File: src/rtl/cache_data_ram.sv
// ----------------------------------------------------------------------------
// cache_data_ram
//   Single-port synchronous data store for the L1 cache data array. There is
//   one WIDTH-bit word per cache line and DEPTH lines. The address is
//   registered and the output is read combinationally from the registered
//   address, which gives the usual single-port block-RAM timing: one cycle of
//   read latency and new-data read-during-write.
//
//   Build option: CACHE_RAM_OUTREG_EN
//     When this macro is defined, an extra output register is placed on q and
//     addr_err, so read latency becomes two cycles. Write timing is the same
//     in both builds.
//
// Ports
//   clock     in   rising-edge clock for all state
//   reset_n   in   synchronous active-low reset; clears the array, addr_q
//                  and the output register
//   wren      in   write enable for the current address
//   address   in   [ADDR_W] line index; values >= DEPTH are out of range
//   data      in   [WIDTH] write data
//   q         out  [WIDTH] read data for the registered address (0 when out
//                  of range)
//   addr_err  out  high when the registered address is out of range
// ----------------------------------------------------------------------------

// One storage word. Writes are enabled by the top-level decoder.
module cache_data_word #(
   parameter int WIDTH = 8
) (
   input  logic             clock,
   input  logic             reset_n,
   input  logic             we,
   input  logic [WIDTH-1:0] d,
   output logic [WIDTH-1:0] q
);

   always_ff @(posedge clock) begin
      if (!reset_n)
         q <= '0;
      else if (we)
         q <= d;
   end

endmodule

module cache_data_ram #(
   parameter int WIDTH  = 8,
   parameter int DEPTH  = 4,
   parameter int ADDR_W = 3
) (
   input  logic              clock,
   input  logic              reset_n,
   input  logic              wren,
   input  logic [ADDR_W-1:0] address,
   input  logic [WIDTH-1:0]  data,
   output logic [WIDTH-1:0]  q,
   output logic              addr_err
);

   // The range check is one bit wider than the address, so DEPTH == 2**ADDR_W
   // still compares correctly.
   localparam logic [ADDR_W:0] DEPTH_X = (ADDR_W+1)'(DEPTH);

   logic [ADDR_W-1:0]            addr_q;
   logic [DEPTH-1:0][WIDTH-1:0]  words;
   logic [DEPTH-1:0]             word_we;
   logic [WIDTH-1:0]             rd_data;
   logic                         rd_err;

   always_ff @(posedge clock) begin
      if (!reset_n)
         addr_q <= '0;
      else
         addr_q <= address;
   end

   // Decode against the full address, so an out-of-range index never aliases
   // onto a real line. The reset term sits inside each word.
   genvar gi;
   generate
      for (gi = 0; gi < DEPTH; gi++) begin : g_word
         assign word_we[gi] = wren && (address == ADDR_W'(gi));

         cache_data_word #(.WIDTH(WIDTH)) u_word (
            .clock   (clock),
            .reset_n (reset_n),
            .we      (word_we[gi]),
            .d       (data),
            .q       (words[gi])
         );
      end
   endgenerate

   // Read mux driven by the registered address. Because it reads the updated
   // array, a same-address write shows the new data right after the edge.
   always_comb begin
      rd_data = '0;
      for (int i = 0; i < DEPTH; i++)
         if (addr_q == ADDR_W'(i))
            rd_data = words[i];
   end

   assign rd_err = ({1'b0, addr_q} >= DEPTH_X);

`ifdef CACHE_RAM_OUTREG_EN
   logic [WIDTH-1:0] q_r;
   logic             err_r;

   always_ff @(posedge clock) begin
      if (!reset_n) begin
         q_r   <= '0;
         err_r <= 1'b0;
      end else begin
         q_r   <= rd_data;
         err_r <= rd_err;
      end
   end

   assign q        = q_r;
   assign addr_err = err_r;
`else
   assign q        = rd_data;
   assign addr_err = rd_err;
`endif

endmodule

File: config.mk
export PLATFORM = sky130hd
export DESIGN_NAME = cache_data_ram
export DESIGN_NICKNAME = d
export VERILOG_FILES = /design/src/rtl/cache_data_ram.sv
export SDC_FILE = /design/constraint.sdc
export NUM_CORES = 1
export LEC_CHECK = 0
export ABC_AREA = 1
export BUFFER_PORTS_ARGS = -buffer_cell sky130_fd_sc_hd__clkbuf_2
export CAP_MARGIN = 20
export CORE_MARGIN = 2
export CORE_UTILIZATION = 40
export DETAILED_ROUTE_END_ITERATION = 12
export GPL_ROUTABILITY_DRIVEN = 0
export SYNTH_ARGS = -nofsm -noshare
export SYNTH_HDL_FRONTEND = slang
export SYNTH_SLANG_ARGS = --single-unit
File: constraint.sdc
create_clock -name clock -period 1.1 [get_ports clock]
set_clock_uncertainty 0.05 [all_clocks]
set_input_delay 0.11 -clock clock [delete_from_list [all_inputs] [get_ports clock]]
set_output_delay 0.11 -clock clock [all_outputs]
set_load 0.1 [all_outputs]
# [After elaboration in Yosys (flattened, before gate mapping)]
# Cells that the tools add are included.
[word_totals] reg_bits=35 out_inout_bits=9 word_cells=22 inputBits=14
[op_classes] muxes=4 n_reduce_logical=6 order_cmp=1 eq_ne=6
[op_table] operator="two-way mux 8 bit" count=4
[op_table] operator="equality test 3 x 2 -> 1 bit, second input constant" count=4
[op_table] operator="equality test 3 x 1 -> 1 bit, second input constant" count=2
[op_table] operator="logical NOT 3 bit" count=2
[op_table] operator="logical AND 1 bit" count=4
[op_table] operator="greater-or-equal comparator 3 bit, second input constant" count=1

# [Depth between registers and ports, before layout]
# Gate-level depths: netlist (run 1).
[logic_depth] depth_word=5 mapped_depth=6 mapped_depth_nobuf=5

# [By module]
# A second synthesis (run 1) with hierarchy kept.
[hier_totals] hier_cells=274 hier_area_um2=1874.3
[by_module_without_submodules] mod="cache_data_word" cells_per_inst=51 n_inst=4 area_each_um2=356.6 seq_area_each_um2=160.2
[by_module_without_submodules] mod="cache_data_ram" cells_per_inst=70 n_inst=1 area_each_um2=447.9 seq_area_each_um2=60.1

# [Worst setup path after synthesis (run 1)]
# Ideal clock, no wire load.
[synth_timing] path_type="reg2out" start="register addr_q[1]" end="output port q[0]" path_stages_with_launch=6 t_required_ps=940 n_path_buf=2 setup_slack_ps=-757 arrival_ps=1697 cell_sequence="dfxtp_1 > buf_2 > nor2_2 > buf_2 > nand3_1 > nand4_1"
[synth_between] elab_chain_len=5 word_cells_on_any_way=8 classes_between="3 x eq/ne; 4 x mux; 1 x reduce/logical"
[synth_rtl] element="start, declared" line_no="64" text="logic [ADDR_W-1:0] addr_q;"
[synth_rtl] element="start signal, assigned" line_no="74" text="addr_q <= address;"
[synth_rtl] element="logical NOT 3 bit" line_no="99" text="if (addr_q == ADDR_W'(i))"
[synth_rtl] element="two-way mux 8 bit (3 in series)" line_no="99"
[synth_rtl] element="two-way mux 8 bit (*)" line_no="99"
[synth_rtl] element="end, declared" line_no="56" text="output logic [WIDTH-1:0] q,"
# Every way passes the cells marked *; elsewhere a longest branch is shown, timed or not.

# [Worst setup path in the final report (run 1)]
[layout_timing] start="register addr_q[2]" end="output port q[2]"
# Same word-level chain as after synthesis.

==> summary.md, run 1 <==
| Metric | Value |
|---|---|
| Required time at the worst-slack endpoint | `0.94 ns` |
| Share of the synthesized netlist area taken by xor and xnor gates | `0%` |
| Internal power contribution | `about 2000 uW` |
| Hold WC Path Type | `input port to register` |
| Overall power of the completed layout | `approximately 2800 uW` |
| Multi-input gate area | `around 840 um^2` |
| Combinational share of power | `18.3%` |
| Yosys Warn Count | `0` |
| Wire length of the first global-routing pass | `7251 um` |
| Post-synthesis instance area | `roughly 1700 um^2` |
| Pwr dens | `1223 nW/um^2` |
| Simple-gate portion of the synthesized area | `about 48%` |
| Cell count after synthesis | `roughly 270` |
| Max Clock Freq | `667.1 MHz` |
| Dominant combinational cell family by area after synthesis | `simple AND/OR/NAND/NOR gates` |
| Final clock period utilization by the worst path | `136.3%` |
| Tightest Pin Transition | `around 0.24 ns` |
| Overflow left after global routing | `0` |
| FILL cells | `399` |
| Port Buffers | `22` |
| Post-layout utilization of the core | `between 50% and 60%` |
| DRT Wirelength | `roughly 4400 um` |
| Die Height | `between 60 and 70 um` |
| Startpoint of the most critical setup path | `addr_q[2]` |
| VDD IR max | `~660 uV` |
| Placed Instance Area | `approximately 2200 um^2` |
| Crit path max fanout | `16` |
| Unrepaired setup endpoints after global routing | `true` |
| Count of hold-fix buffers inserted at cts | `0` |
| Critical path class | `register to primary output` |
| Number of setup buffers added after CTS | `0` |
| Detail Route Antenna Nets | `0` |
| Number of buffers on the longest clock path | `2` |
| Standard cell core area | `between 4000 and 5000 um^2` |
| FF-to-FF Start | `g_word[0].u_word.q[7]` |
| Clk root buf | `clkbuf_8` |
| Violated checks | `negative setup slack` |
| Net load switching power | `approximately 800 uW` |
| Area of the die | `4885 um^2` |
| Count of max-cap constraint violations | `0` |
| Startpoint type of the worst setup path | `register` |
| Clock tree from TritonCTS | `done` |
| Cell with the biggest individual delay on the critical path | `dfxtp_2` |
| Switching share of power | `29.27%` |
| Initial core utilization | `42.50%` |
| Critical path capture point type | `primary output` |
| Final Net Count | `about 310` |
| Remaining max-slew budget at the tightest pin | `between 80% and 90%` |
| Sum of net half-perimeters after detailed placement | `about 3000 um` |
| Vias after detailed routing | `~1700` |
| Largest net degree at the start of global routing | `36` |
| Clock sink total | `35` |
| Compound-gate portion of the synthesized area | `0%` |
| Net count after synthesis | `~280` |
| Relative contribution of the clock network to total power | `about a third` |
| Pins over their slew limit | `0` |
| Worst skew pair latency | `around 0.28 ns` |
| Clock transition at the register clock pins on the worst setup and hold paths after CTS | `0.07 ns` |
| Post-route cell area | `roughly 2200 um^2` |
| Fin. Hold Viols | `0` |
| Mux share of post-synthesis cell area | `0%` |
| Min Tclk post-route | `approximately 1.5 ns` |
| Total Routing Usage GR | `18.65%` |
| Worst-path cell chain | `nor2_4, buf_12, nand3_1, nand4_1, buf_12` |
| Endpoints failing setup | `9` |
| Post-synthesis to final-layout area growth | `29.47%` |
| Cell repeated most along the worst path | `buf_12` |
| Number of remaining DRC errors | `0` |
| Share of final-layout standard cells stronger than drive strength 1 | `between 10% and 20%` |
| Die X | `around 70 um` |
| Detailed router's first-iteration violation count | `around 140` |
| Antenna violations before repair | `0` |
| Mean instance size in the synthesized netlist | `approximately 6.6 um^2` |
| Number of detailed-routing iterations run before antenna repair | `4` |
| Diode count | `0` |
| Outcome | `complete, but fails checks` |
| FF+latch area | `704.4 um^2` |
| Proportion of synthesized chip area in sequential cells | `between 40% and 50%` |
| Worst setup margin | `-0.3989 ns` |
| Vias per std cell | `~4.9` |
| Total Negative Setup Slacks | `-3.119 ns` |
| Total number of placement rows | `23` |
| Data arrival, critical path | `roughly 1.3 ns` |
| Boundary pin count | `23` |
| Seq cells post-synth | `35` |
| Worst reg2reg setup slack | `0.41 ns` |
| Leakage power summed over all cells | `0.001069 uW` |
| Distinct cell type count of the synthesized netlist | `16` |
| H-tree lvl count | `2` |
| Start point of the worst hold path | `address[2]` |
| Vias in the first global route | `1502` |
| Largest stage delay, worst path | `about 0.35 ns` |
| Number of buffers inserted during clock tree synthesis | `5` |
| Post-detailed-route wirelength per cell | `approximately 13 um` |
| Part of the power in registers | `about 49%` |
| Post-synthesis adder-cell area fraction | `0%` |
## through the flow
step,std cells,setup WS (ns),hold WS (ns)
2_1_floorplan,265,-0.6152,0.1534
3_3_place_gp,335,-0.08826,0.3195
3_5_place_dp,335,-0.1101,0.3213
4_1_cts,343,-0.4086,0.02599
5_1_grt,343,-0.4729,0.03583
6_report,343,-0.3989,0.02674
## flip-flops by register name, summed over array words and instances, names as in the netlist
register and flops:
addr_q 3, g_word.u_word.q 32
## path summary, 6_finish.rpt
path,endpoint,depth (start not counted)
worst min register to register,g_word[1].u_word.q[4],2
worst min-delay path,addr_q[2],3
worst max register to register,g_word[0].u_word.q[7],4
worst max-delay path,q[2],5
## critical path, delay by kind of cell (launching register included)
family                 cells  cell delay, ns
flip-flops                 1            0.35
AND/OR/NAND/NOR            3            0.37
buffers and inverters      2            0.34
## final cells by class
type / count / area share (%)
repair buffers: 37 / 19.25
multi-input cells: 180 / 37.28
inverters: 33 / 5.732
flip-flops and latches: 35 / 31.33
clock buffers: 7 / 3.395
well taps: 50 / 2.782
clock inverters: 1 / 0.2226
## Yosys cell counts, drive strengths merged
master	number	area [um^2]
nand3	19	100.1
clkinv	1	3.750
clkbuf	4	15.01
buf	13	63.81
nand4	41	262.8
nand2	51	191.4
dfxtp	35	700.7
inv	32	120.1
nor2	69	279.0
## cells by family (layout without fill, tap and decap cells)
family,Yosys count,in the layout
flip-flops,35,35
AND/OR/NAND/NOR,180,180
buffers and inverters,50,78
## timing repair
action,CTS,global route
pin swaps,3,0
resized for setup,1,0
setup endpoints to repair,9,9
## power groups by stage
| stage | combinational, uW | sequential [uW] | clock [uW] |
|---|---|---|---|
| after floorplan | 331 | 1360 | 0 |
| after global placement | 500 | 1380 | 0 |
| after detailed placement | 502 | 1380 | 0 |
| after CTS | 504 | 1350 | 911 |
| after global routing | 550 | 1350 | 977 |
| final | 503 | 1350 | 898 |
## per-layer routing
metal	vias to the layer above	part of all wire (%)	global-route usage, %
met5	-	0	0
met4	0	1.1	5.556
met3	6	4.1	4.185
met2	38	46	27.51
met1	747	49	27.10
li1	903	-	-
## cells in the final DEF, fill, tap and decap left out, drive strengths merged
cell,Yosys,layout
buf,13,24
clkbuf,4,20
dfxtp,35,35
nor2,69,69
nand4,41,41
inv,32,32
nand2,51,51
clkinv,1,2
nand3,19,19
Power figures use the tool's default switching activity.
==> run 2, diff against run 1 <==
- CORE_ASPECT_RATIO: not set -> 0.7
==> summary.md, run 2 (same netlist as run 1, synthesis figures left out) <==
| Metric | Value |
|---|---|
| Post-route cell area | `2300 um^2 (+2.3%)` |
| Vias after detailed routing | `1743 (+2.9%)` |
| Part of the power in registers | `46.6% (-2.4 points)` |
| Outcome | `complete, but fails checks` |
| Worst reg2reg setup slack | `0.42 ns (about the same)` |
| Clk root buf | `clkbuf_8` |
| Required time at the worst-slack endpoint | `0.94 ns (about the same)` |
| Number of buffers inserted during clock tree synthesis | `5 (unchanged)` |
| Critical path class | `register to primary output` |
| Internal power contribution | `2078 uW (+6.8%)` |
| Data arrival, critical path | `1.35 ns (about the same)` |
| Count of hold-fix buffers inserted at cts | `0 (unchanged)` |
| Antenna violations before repair | `0 (unchanged)` |
| Switching share of power | `28.15% (-1.1 points)` |
| Highest-count cells in the layout ignoring fill and taps | `65 x nor2_1, 51 x nand2_1, 40 x nand4_1` |
| Clock sink total | `35 (unchanged)` |
| Detailed router's first-iteration violation count | `99 (-28%)` |
| Total Routing Usage GR | `20.27% (+1.6 points)` |
| Total number of placement rows | `20 (-13%)` |
| Wire length of the first global-routing pass | `7286 um (+0.48%)` |
| Flip-flop count of the largest register, all copies and words added | `32 (unchanged)` |
| Vias per std cell | `4.980 (+0.83%)` |
| Relative contribution of the clock network to total power | `35.5% (+2.9 points)` |
| Max Clock Freq | `660.8 MHz (-0.94%)` |
| Diode count | `0 (unchanged)` |
| H-tree lvl count | `2 (unchanged)` |
| Final Net Count | `308 (+0.65%)` |
| Post-synthesis to final-layout area growth | `32.42%` |
| Area of the die | `4893 um^2 (+0.18%)` |
| Fin. Hold Viols | `0 (unchanged)` |
| Remaining max-slew budget at the tightest pin | `83.61% (about the same)` |
| VDD IR max | `677.6 uV (+3.0%)` |
| Placed Instance Area | `2178 um^2 (+0.64%)` |
| Initial core utilization | `40.82% (-1.7 points)` |
| Worst setup margin | `-0.4132 ns (-0.01428 ns)` |
| Clock tree from TritonCTS | `done` |
| Boundary pin count | `23 (unchanged)` |
| Count of max-cap constraint violations | `0 (unchanged)` |
| Vias in the first global route | `1503 (+0.067%)` |
| Endpoints failing setup | `9 (unchanged)` |
| Post-detailed-route wirelength per cell | `12.87 um (+0.91%)` |
| Number of buffers on the longest clock path | `2 (unchanged)` |
| Pins over their slew limit | `0 (unchanged)` |
| Non-Filler Instances | `350 (+2.0%)` |
| Combinational share of power | `17.9% (-0.4 points)` |
| Worst hold margin | `0.02371 ns (-0.003031 ns)` |
| Hold WC Path Type | `input port to register` |
| Register with the most flip-flops | `g_word.u_word.q` |
| Most frequent standard cell in the layout excluding fill and tap cells | `nor2_1` |
| Overflow left after global routing | `0 (unchanged)` |
| Share of final-layout standard cells stronger than drive strength 1 | `20.34% (+1.2 points)` |
| Standard cell core area | `4254 um^2 (+4.1%)` |
| Tightest Pin Transition | `0.2452 ns (+0.0006081 ns)` |
| Min Tclk post-route | `1.513 ns (+0.01428 ns)` |
| Critical path capture point type | `primary output` |
| Pwr dens | `1257 nW/um^2 (+2.8%)` |
| Die X | `82.76 um (+18%)` |
| Violated checks | `negative setup slack` |
| Number of detailed-routing iterations run before antenna repair | `4 (unchanged)` |
| Number of remaining DRC errors | `0 (unchanged)` |
| Sum of net half-perimeters after detailed placement | `3082 um (+1.9%)` |
| Port Buffers | `22 (unchanged)` |
| Placed instance count | `341 (+1.8%)` |
| Startpoint type of the worst setup path | `register` |
| Crit path max fanout | `16 (unchanged)` |
| Largest net degree at the start of global routing | `36 (unchanged)` |
| Worst skew pair latency | `0.28 ns (about the same)` |
| Leakage power summed over all cells | `0.001089 uW (+1.9%)` |
| Overall power of the completed layout | `2892 uW (+5.1%)` |
| Net load switching power | `814.0 uW (+1.1%)` |
| DRT Wirelength | `4506 um (+3.0%)` |
| Detail Route Antenna Nets | `0 (unchanged)` |
| Unrepaired setup endpoints after global routing | `true` |
| Clock transition at the register clock pins on the worst setup and hold paths after CTS | `0.07 ns (about the same)` |
| Final clock period utilization by the worst path | `137.6% (+1.3 points)` |
| Largest regs | `g_word.u_word.q (32), addr_q (3)` |
| Die Height | `59.13 um (-15%)` |
run 2: cell count changes in the layout (fill, tap and decap cells not counted), sizes merged:
| cell | delta |
|---|---|
| clkbuf | +1 |
| clkinv | -1 |
| buf | +2 |
run 2: cell type report:
class                   count  area, um^2
fillers                   411        1954
multi-input cells         180       843.3
flip-flops and latches     35       706.9
repair buffers             39       451.7
inverters                  33       128.9
clock buffers               8       100.1
well taps                  55       68.82
run 2: worst paths after layout:
check | depth (start not counted) | to | from
worst min-delay path | 3 | addr_q[2] | address[2]
worst min register to register | 2 | g_word[1].u_word.q[0] | g_word[1].u_word.q[0]
worst max-delay path | 5 | q[2] | addr_q[2]
worst max register to register | 4 | g_word[0].u_word.q[4] | g_word[0].u_word.q[4]
run 2: critical path: stages (launching register included):
cell and delay [ns]:
dfxtp_4 0.37, nor2_4 0.12, buf_12 0.14, nand3_1 0.07, nand4_1 0.17, buf_12 0.20
run 2: what timing repair did:
action / CTS / global route
gates resized for setup: 1 / 3
pin swaps: 3 / 3
buffers inserted: 0 / 1
endpoints found under the setup margin: 9 / 9
run 2: power groups by stage:
stage / combinational, uW / sequential, uW / clock [uW]
after floorplan: 331 / 1360 / 0
after global placement: 505 / 1380 / 0
after detailed placement: 511 / 1380 / 0
after CTS: 513 / 1350 / 1050
after global routing: 561 / 1350 / 1110
final: 519 / 1350 / 1030
run 2: per-stage QoR:
| stage | setup TNS [ns] | util (%) | setup slack (ns) |
|---|---|---|---|
| final | -3.310 | 54.06 | -0.4132 |
| after global routing | -3.797 | 54.06 | -0.4653 |
| after CTS | -3.265 | 53.62 | -0.4168 |
| after detailed placement | -0.7547 | 51.21 | -0.1017 |
| after global placement | -0.6067 | 51.21 | -0.09582 |
| after floorplan | -4.874 | - | -0.6152 |
run 2: metal layers:
layer / wire length [um] / vias up / global-route usage, %
li1: - / 910 / -
met1: 2232 / 764 / 30.75
met2: 1945 / 66 / 28.11
met3: 309 / 3 / 5.030
met4: 18 / 0 / 6.089
met5: 0 / - / 0
